### src/rtl/hzd_byp_ctrl_pkg.sv
// Shared definitions for the ID-stage hazard/bypass controller: register-file
// address width, the zero register and the per-stage instruction record.
package hzd_byp_ctrl_pkg;

    localparam int RF_AW = 4;
    localparam logic [RF_AW-1:0] ZERO_REG = '0;

    localparam int REC_DST_W = RF_AW;
    localparam int REC_W     = REC_DST_W + 2;

    typedef struct packed {
        logic [REC_DST_W-1:0] dst;
        logic                 we;
        logic                 ld;
    } stage_rec_t;

    localparam stage_rec_t REC_NOP = '0;

    // A record only forwards when it really writes a non-zero register.
    function automatic logic rec_hit(input stage_rec_t r, input logic [RF_AW-1:0] addr);
        return r.we && (r.dst != ZERO_REG) && (r.dst == addr);
    endfunction

endpackage

### src/rtl/hzd_stage_rec.sv
// One pipeline-stage record {dst, we, ld}: hold has priority over clear,
// clear inserts a bubble, otherwise the record loads the upstream stage.
module hzd_stage_rec
    import hzd_byp_ctrl_pkg::*;
(
    input  logic       clk,
    input  logic       rst,
    input  logic       hold,
    input  logic       clr,
    input  stage_rec_t d,
    output stage_rec_t q
);

    always_ff @(posedge clk or posedge rst) begin
        if (rst) begin
            q <= REC_NOP;
        end else if (!hold) begin
            q <= clr ? REC_NOP : d;
        end
    end

endmodule

### src/rtl/hzd_byp_ctrl.sv
// ID-stage hazard and bypass controller: registered EX/DM bypass selects,
// load-use bubble insertion, flush/stall control and a stall-cycle counter.
module hzd_byp_ctrl
    import hzd_byp_ctrl_pkg::*;
#(
    parameter int CNT_W = 16
) (
    input  logic             clk,
    input  logic             rst,
    input  logic [RF_AW-1:0] p0_addr_ID,
    input  logic [RF_AW-1:0] p1_addr_ID,
    input  logic             re0_ID,
    input  logic             re1_ID,
    input  logic [RF_AW-1:0] dst_addr_ID,
    input  logic             rf_we_ID,
    input  logic             mem_re_ID,
    input  logic             flow_change_ID_EX,
    input  logic             stall_ext,
    output logic             byp0_EX,
    output logic             byp0_DM,
    output logic             byp1_EX,
    output logic             byp1_DM,
    output logic             stall_IF_ID,
    output logic             stall_ID_EX,
    output logic             stall_EX_DM,
    output logic             stall_DM_WB,
    output logic             bubble_ID_EX,
    output logic [CNT_W-1:0] stall_cnt
);

    stage_rec_t ex_rec;
    stage_rec_t dm_rec;
    stage_rec_t id_rec;

    logic luh;
    logic kill;
    logic n0_ex, n0_dm, n1_ex, n1_dm;

    assign id_rec = '{dst: dst_addr_ID, we: rf_we_ID, ld: mem_re_ID};

    assign luh = ex_rec.ld && ex_rec.we && (ex_rec.dst != ZERO_REG) &&
                 ((re0_ID && (p0_addr_ID == ex_rec.dst)) ||
                  (re1_ID && (p1_addr_ID == ex_rec.dst)));

    // A flush kills the ID instruction, so a pending load-use is moot.
    assign kill = flow_change_ID_EX || luh;

    assign n0_ex = re0_ID && rec_hit(ex_rec, p0_addr_ID) && !ex_rec.ld;
    assign n0_dm = re0_ID && rec_hit(dm_rec, p0_addr_ID) && !n0_ex;
    assign n1_ex = re1_ID && rec_hit(ex_rec, p1_addr_ID) && !ex_rec.ld;
    assign n1_dm = re1_ID && rec_hit(dm_rec, p1_addr_ID) && !n1_ex;

    hzd_stage_rec u_ex_rec (
        .clk  (clk),
        .rst  (rst),
        .hold (stall_ext),
        .clr  (kill),
        .d    (id_rec),
        .q    (ex_rec)
    );

    hzd_stage_rec u_dm_rec (
        .clk  (clk),
        .rst  (rst),
        .hold (stall_ext),
        .clr  (1'b0),
        .d    (ex_rec),
        .q    (dm_rec)
    );

    always_ff @(posedge clk or posedge rst) begin
        if (rst) begin
            byp0_EX <= 1'b0;
            byp0_DM <= 1'b0;
            byp1_EX <= 1'b0;
            byp1_DM <= 1'b0;
        end else if (!stall_ext) begin
            byp0_EX <= !kill && n0_ex;
            byp0_DM <= !kill && n0_dm;
            byp1_EX <= !kill && n1_ex;
            byp1_DM <= !kill && n1_dm;
        end
    end

    always_ff @(posedge clk or posedge rst) begin
        if (rst) begin
            stall_cnt <= '0;
        end else if (!stall_ext && luh && !flow_change_ID_EX && (stall_cnt != '1)) begin
            stall_cnt <= stall_cnt + 1'b1;
        end
    end

    // Gated by rst so every control reads idle while reset is asserted.
    assign stall_IF_ID  = !rst && (stall_ext || (luh && !flow_change_ID_EX));
    assign stall_ID_EX  = !rst && stall_ext;
    assign stall_EX_DM  = !rst && stall_ext;
    assign stall_DM_WB  = !rst && stall_ext;
    assign bubble_ID_EX = !rst && !stall_ext && kill;

endmodule

### config.mk
export PLATFORM = sky130hd
export DESIGN_NAME = hzd_byp_ctrl
export DESIGN_NICKNAME = d
export VERILOG_FILES = /design/src/rtl/hzd_byp_ctrl_pkg.sv /design/src/rtl/hzd_stage_rec.sv /design/src/rtl/hzd_byp_ctrl.sv
export SDC_FILE = /design/constraint.sdc
export NUM_CORES = 1
export LEC_CHECK = 0
export CAP_MARGIN = 20
export CORE_ASPECT_RATIO = 0.6
export CORE_UTILIZATION = 40
export DETAILED_ROUTE_END_ITERATION = 16
export PLACE_DENSITY = 0.73
export SLEW_MARGIN = 20
export SYNTH_ARGS = -nofsm -noshare
export SYNTH_HDL_FRONTEND = slang
export SYNTH_SLANG_ARGS = --single-unit
### constraint.sdc
create_clock -name clk -period 5.5 [get_ports clk]
set_input_delay 1.375 -clock clk [delete_from_list [all_inputs] [get_ports clk]]
set_output_delay 1.375 -clock clk [all_outputs]
set_load 0.005 [all_outputs]
# After elaboration in Yosys (flattened, before gate mapping)
# Index checks and enable logic that the tools add are counted.
# W data, S select, Z words.
# op_classes
n_eq_ne,7
addsub,1
n_reduce_logical,43
mux,1
# op_table
op,n
$logic_and A1 B1 Y1,31
$eq A4 B4 Y1,6
$add A16 B1 Y16 const B,1
$ne A16 B16 Y1 const B,1
$reduce_bool A4 Y1,2
$logic_not A1 Y1,7
$mux W6,1
$logic_or A1 B1 Y1,3
# totals
wordCells,62
out_inout_bits,25
register_bits,31

# Longest topological paths before layout
# logic_depth
depth_word,8
mapped_depth,7

# By module
# A second synthesis with hierarchy kept.
# hier_totals
cells_unflattened,173
hier_area_um2,1820.5
# modules_own_cells
module,seq_area_each_um2,n_inst,cells_each,area_per_inst_um2
hzd_byp_ctrl,500.5,1,139,1332.5
hzd_stage_rec,150.1,2,17,244.0

# Worst setup path before layout
# Ideal clock, no wire load.
# synth_path
path_kind,input -> output
start,input p1_addr_ID[0]
end,output bubble_ID_EX
required_time_ns,4.125
arrival_time_ns,2.636
path_slack_ns,1.489
stages,5
n_path_buf,1
cell_sequence,a222oi_1 > nor3b_2 > o2111ai_4 > buf_6 > a211oi_1
# synth_via
elab_chain_cells,6
# synth_lines
item,line,rtl
start: declaration,hzd_byp_ctrl.sv:11,"input logic [RF_AW-1:0] p1_addr_ID,"
$eq A4 B4 Y1,hzd_byp_ctrl.sv:43,(re1_ID && (p1_addr_ID == ex_rec.dst)));
$logic_and A1 B1 Y1,hzd_byp_ctrl.sv:43,
$logic_or A1 B1 Y1,hzd_byp_ctrl.sv:42,((re0_ID && (p0_addr_ID == ex_rec.dst)) ||
$logic_and A1 B1 Y1,hzd_byp_ctrl.sv:41,assign luh = ex_rec.ld && ex_rec.we && (ex_rec.dst != ZERO_REG) &&
$logic_or A1 B1 Y1,hzd_byp_ctrl.sv:46,assign kill = flow_change_ID_EX || luh;
$logic_and A1 B1 Y1,hzd_byp_ctrl.sv:98,assign bubble_ID_EX = !rst && !stall_ext && kill;
end: declaration,hzd_byp_ctrl.sv:27,"output logic bubble_ID_EX,"
# No other way between the ends.

# Worst setup path in the final report
# layout_path
start,input p1_addr_ID[1]
end,output bubble_ID_EX
# The elaborated chain is that of the path after synthesis.

==> impl_metrics.py <==
metrics = {
    "run_status": {
        "status": "finished, final reports clean",
    },
    "timing": {
        "clock.fmax_mhz": 201,
        "setup_violations": 0,
        "worstMarginPinSlew_ns": 0.786,
        "drv_slew": 0,
        "min_period_ns": 4.98,
        "hold_violations": 0,
        "final.setup.tns_ns": 0,
        "rsz0062_at_grt": "false",
        "fin_worst_skew_ns": 0.00452,
        "period_share_pct": 90.5,
        "slew_headroom_pct": 47.4,
    },
    "cells_and_area": {
        "n_antenna_cell": 0,
        "fin_nets": 223,
        "final_cell_mix": "clkdlybuf4s50_1 (44), dfrtp_1 (31), xor2_1 (17), nand2_1 (16), xnor2_1 (11)",
        "fin_cells": 250,
        "area_growth_pct": 36.3,
        "final_common_cell": "clkdlybuf4s50_1",
        "drive_gt1_share_pct": 10.8,
    },
    "setup_path": {
        "crit_type": "input port to output pin",
        "worstRegToRegCells": 7,
        "cp.required_ns": 4.12,
        "r2r_slack_ns": 3.28,
        "crit_end": "bubble_ID_EX",
        "cp_max_fo": 3,
        "endpoint_kind": "output pin",
        "worstReg2RegEnd": "stall_cnt[1]$_DFFE_PP0P_",
        "startpoint_type": "input port",
        "crit_start": "p1_addr_ID[1]",
        "rr_startpoint": "u_ex_rec.q[2]$_DFFE_PP0N_",
        "arrival_ns": 3.60,
    },
    "global_routing": {
        "grt_max_degree": 32,
        "antenna_found_initial": 0,
        "grt_pass1_vias": 1339,
        "grt_usage_pct": 20.7,
        "grt_pass1_wl_mm": 6.75,
        "overflow": 0,
    },
    "clock_tree": {
        "clock-sinks": 31,
        "htreeDepth": 2,
        "postCtsResizedCells": 0,
        "path_clk_slew_ns": 0.06,
        "clk_latency_ns": 0.28,
        "clockBufferDepth": 2,
        "cts.root.buffer_cell": "clkbuf_8",
        "hold_buffers": 0,
        "cts_made_buffers": 5,
        "cts_setup_buffers": 0,
        "cts_tree": "built",
    },
    "yosys": {
        "synthCells": 155,
        "netlist_area_um2": 1640,
        "ys_seq_elements": 31,
        "async_flop_share_pct": 100,
        "synth_warnings": 0,
        "synth_seq_area_share_pct": 47.3,
        "synth_edf_count": 0,
        "yosys_most_used_dff": "dfrtp_1",
        "ys_types": 36,
        "synth_area_per_cell_um2": 10.6,
        "syn_nets": 176,
    },
    "routing": {
        "antenna_left": 0,
        "drtIter0Drc": 85,
        "vias": 1357,
        "wl_per_cell_um": 16.3,
        "drt_first_pass_iters": 13,
        "routed_wl_mm": 4.06,
        "drc_errors": 0,
        "via_per_inst": 5.43,
    },
    "place": {
        "dpl.hpwl_mm": 3.16,
        "portBuffers": 44,
        "gp_congestion": 0.895,
        "place_inst": 242,
    },
    "pwr": {
        "p_leak_uw": 0.000983,
        "vdd_drop_max_uv": 106,
        "powerDensity_nw_per_um2": 241,
    },
    "floorplanning": {
        "dieArea_um2": 4370,
        "rows": 17,
        "ioPinCount": 45,
        "die_y_um": 51.6,
        "core_um2": 3790,
        "die_w_um": 84.6,
        "start_util_pct": 43.3,
    },
    "run": {
        "cap_viol_max_count": 0,
    },
    "hold_path": {
        "hold_class": "flop to flop",
    },
}
cells in the mapped netlist, types with 2 or more instances:
cell type	count	share of area, %
clkbuf_1	2	0.46
a32o_1	2	1.2
o21ai_0	2	0.61
xor2_1	17	9.1
nor3_1	5	1.5
a211oi_1	2	0.92
o211ai_1	2	0.92
and3_1	4	1.5
dfrtp_1	31	47
a22o_1	6	3.2
nand2_1	16	3.7
nor4_2	2	1.5
nor4_1	5	1.9
mux2_2	3	2.1
nor2_1	7	1.6
nand3_1	3	0.92
xnor2_1	11	5.9
nor3_2	2	1.2
buf_4	2	0.92
inv_1	8	1.8
nand4_1	5	1.9
or4_1	2	0.92
o21ai_1	3	0.92
stage by stage:
stage	power, µW	cell area, µm²	util (%)	setup slack [ns]	hold WS [ns]
after floorplan	283	1640	-	1.49	0.477
after global placement	311	2120	55.9	0.597	0.475
after detailed placement	314	2120	55.9	0.491	0.483
after CTS	545	2230	59.0	0.495	0.496
after global routing	563	2230	59.0	0.354	0.513
final	539	2230	59.0	0.521	0.490
logic make-up after synthesis:
family          after synthesis  share of synthesized area [%]
mux                           4                           2.98
buf+inv                      15                           4.35
fa+ha+maj                     1                          0.763
xor+xnor                     28                           15.0
simple gates                 55                           18.8
flops                        31                           47.3
compound gates               21                           10.8
where the power goes:
group / total (µW) / internal (µW) / switching [µW]
Combinational: 62.4 / 33.9 / 28.5
Sequential: 248 / 236 / 12.1
Clock: 229 / 146 / 82.2
Total: 539 / 416 / 123
routing by layer:
metal / global-route usage (%) / wire length, µm / vias up / share of wire (%)
li1: - / - / 640 / -
met1: 28.6 / 1850 / 656 / 45
met2: 32.2 / 1880 / 55 / 46
met3: 4.92 / 277 / 6 / 6.8
met4: 7.63 / 55 / 0 / 1.4
met5: 0 / 0 / - / 0
cell type report:
class,instances,area (µm²)
Tap cell,47,58.8
Fill cell,327,1550
Inverter,9,33.8
Timing Repair Buffer,46,455
Multi-Input combinational cell,109,792
Sequential cell,31,776
Clock buffer,6,82.6
Clock inverter,2,35.0
state kept, by name, summed over array words and instances, names as in the netlist:
signal,cells
byp1_DM,1
byp1_EX,1
u_ex_rec.q,6
u_dm_rec.q,5
byp0_DM,1
byp0_EX,1
stall_cnt,16
worst max-delay path, stage by stage:
cell,delay (ns)
clkdlybuf4s50_1,0.50
inv_1,0.06
a222oi_1,0.24
nor3b_2,0.35
o2111ai_4,0.18
a211oi_1,0.33
clkdlybuf4s50_1,0.57
worst min-delay path by stage:
| stage | start | endpoint | slack (ns) | cells past startpoint |
|---|---|---|---|---|
| after detailed placement | stall_cnt[14]$_DFFE_PP0P_ | stall_cnt[14]$_DFFE_PP0P_ | 0.48 | 1 |
| after global placement | byp1_DM$_DFFE_PP0N_ | byp1_DM$_DFFE_PP0N_ | 0.47 | 2 |
| after CTS | stall_cnt[14]$_DFFE_PP0P_ | stall_cnt[14]$_DFFE_PP0P_ | 0.50 | 1 |
| after floorplan | stall_cnt[8]$_DFFE_PP0P_ | stall_cnt[8]$_DFFE_PP0P_ | 0.48 | 1 |
| final | stall_cnt[11]$_DFFE_PP0P_ | stall_cnt[11]$_DFFE_PP0P_ | 0.49 | 1 |
| after global routing | stall_cnt[8]$_DFFE_PP0P_ | stall_cnt[8]$_DFFE_PP0P_ | 0.51 | 1 |
No activity file was read; power rests on OpenSTA's default activity.
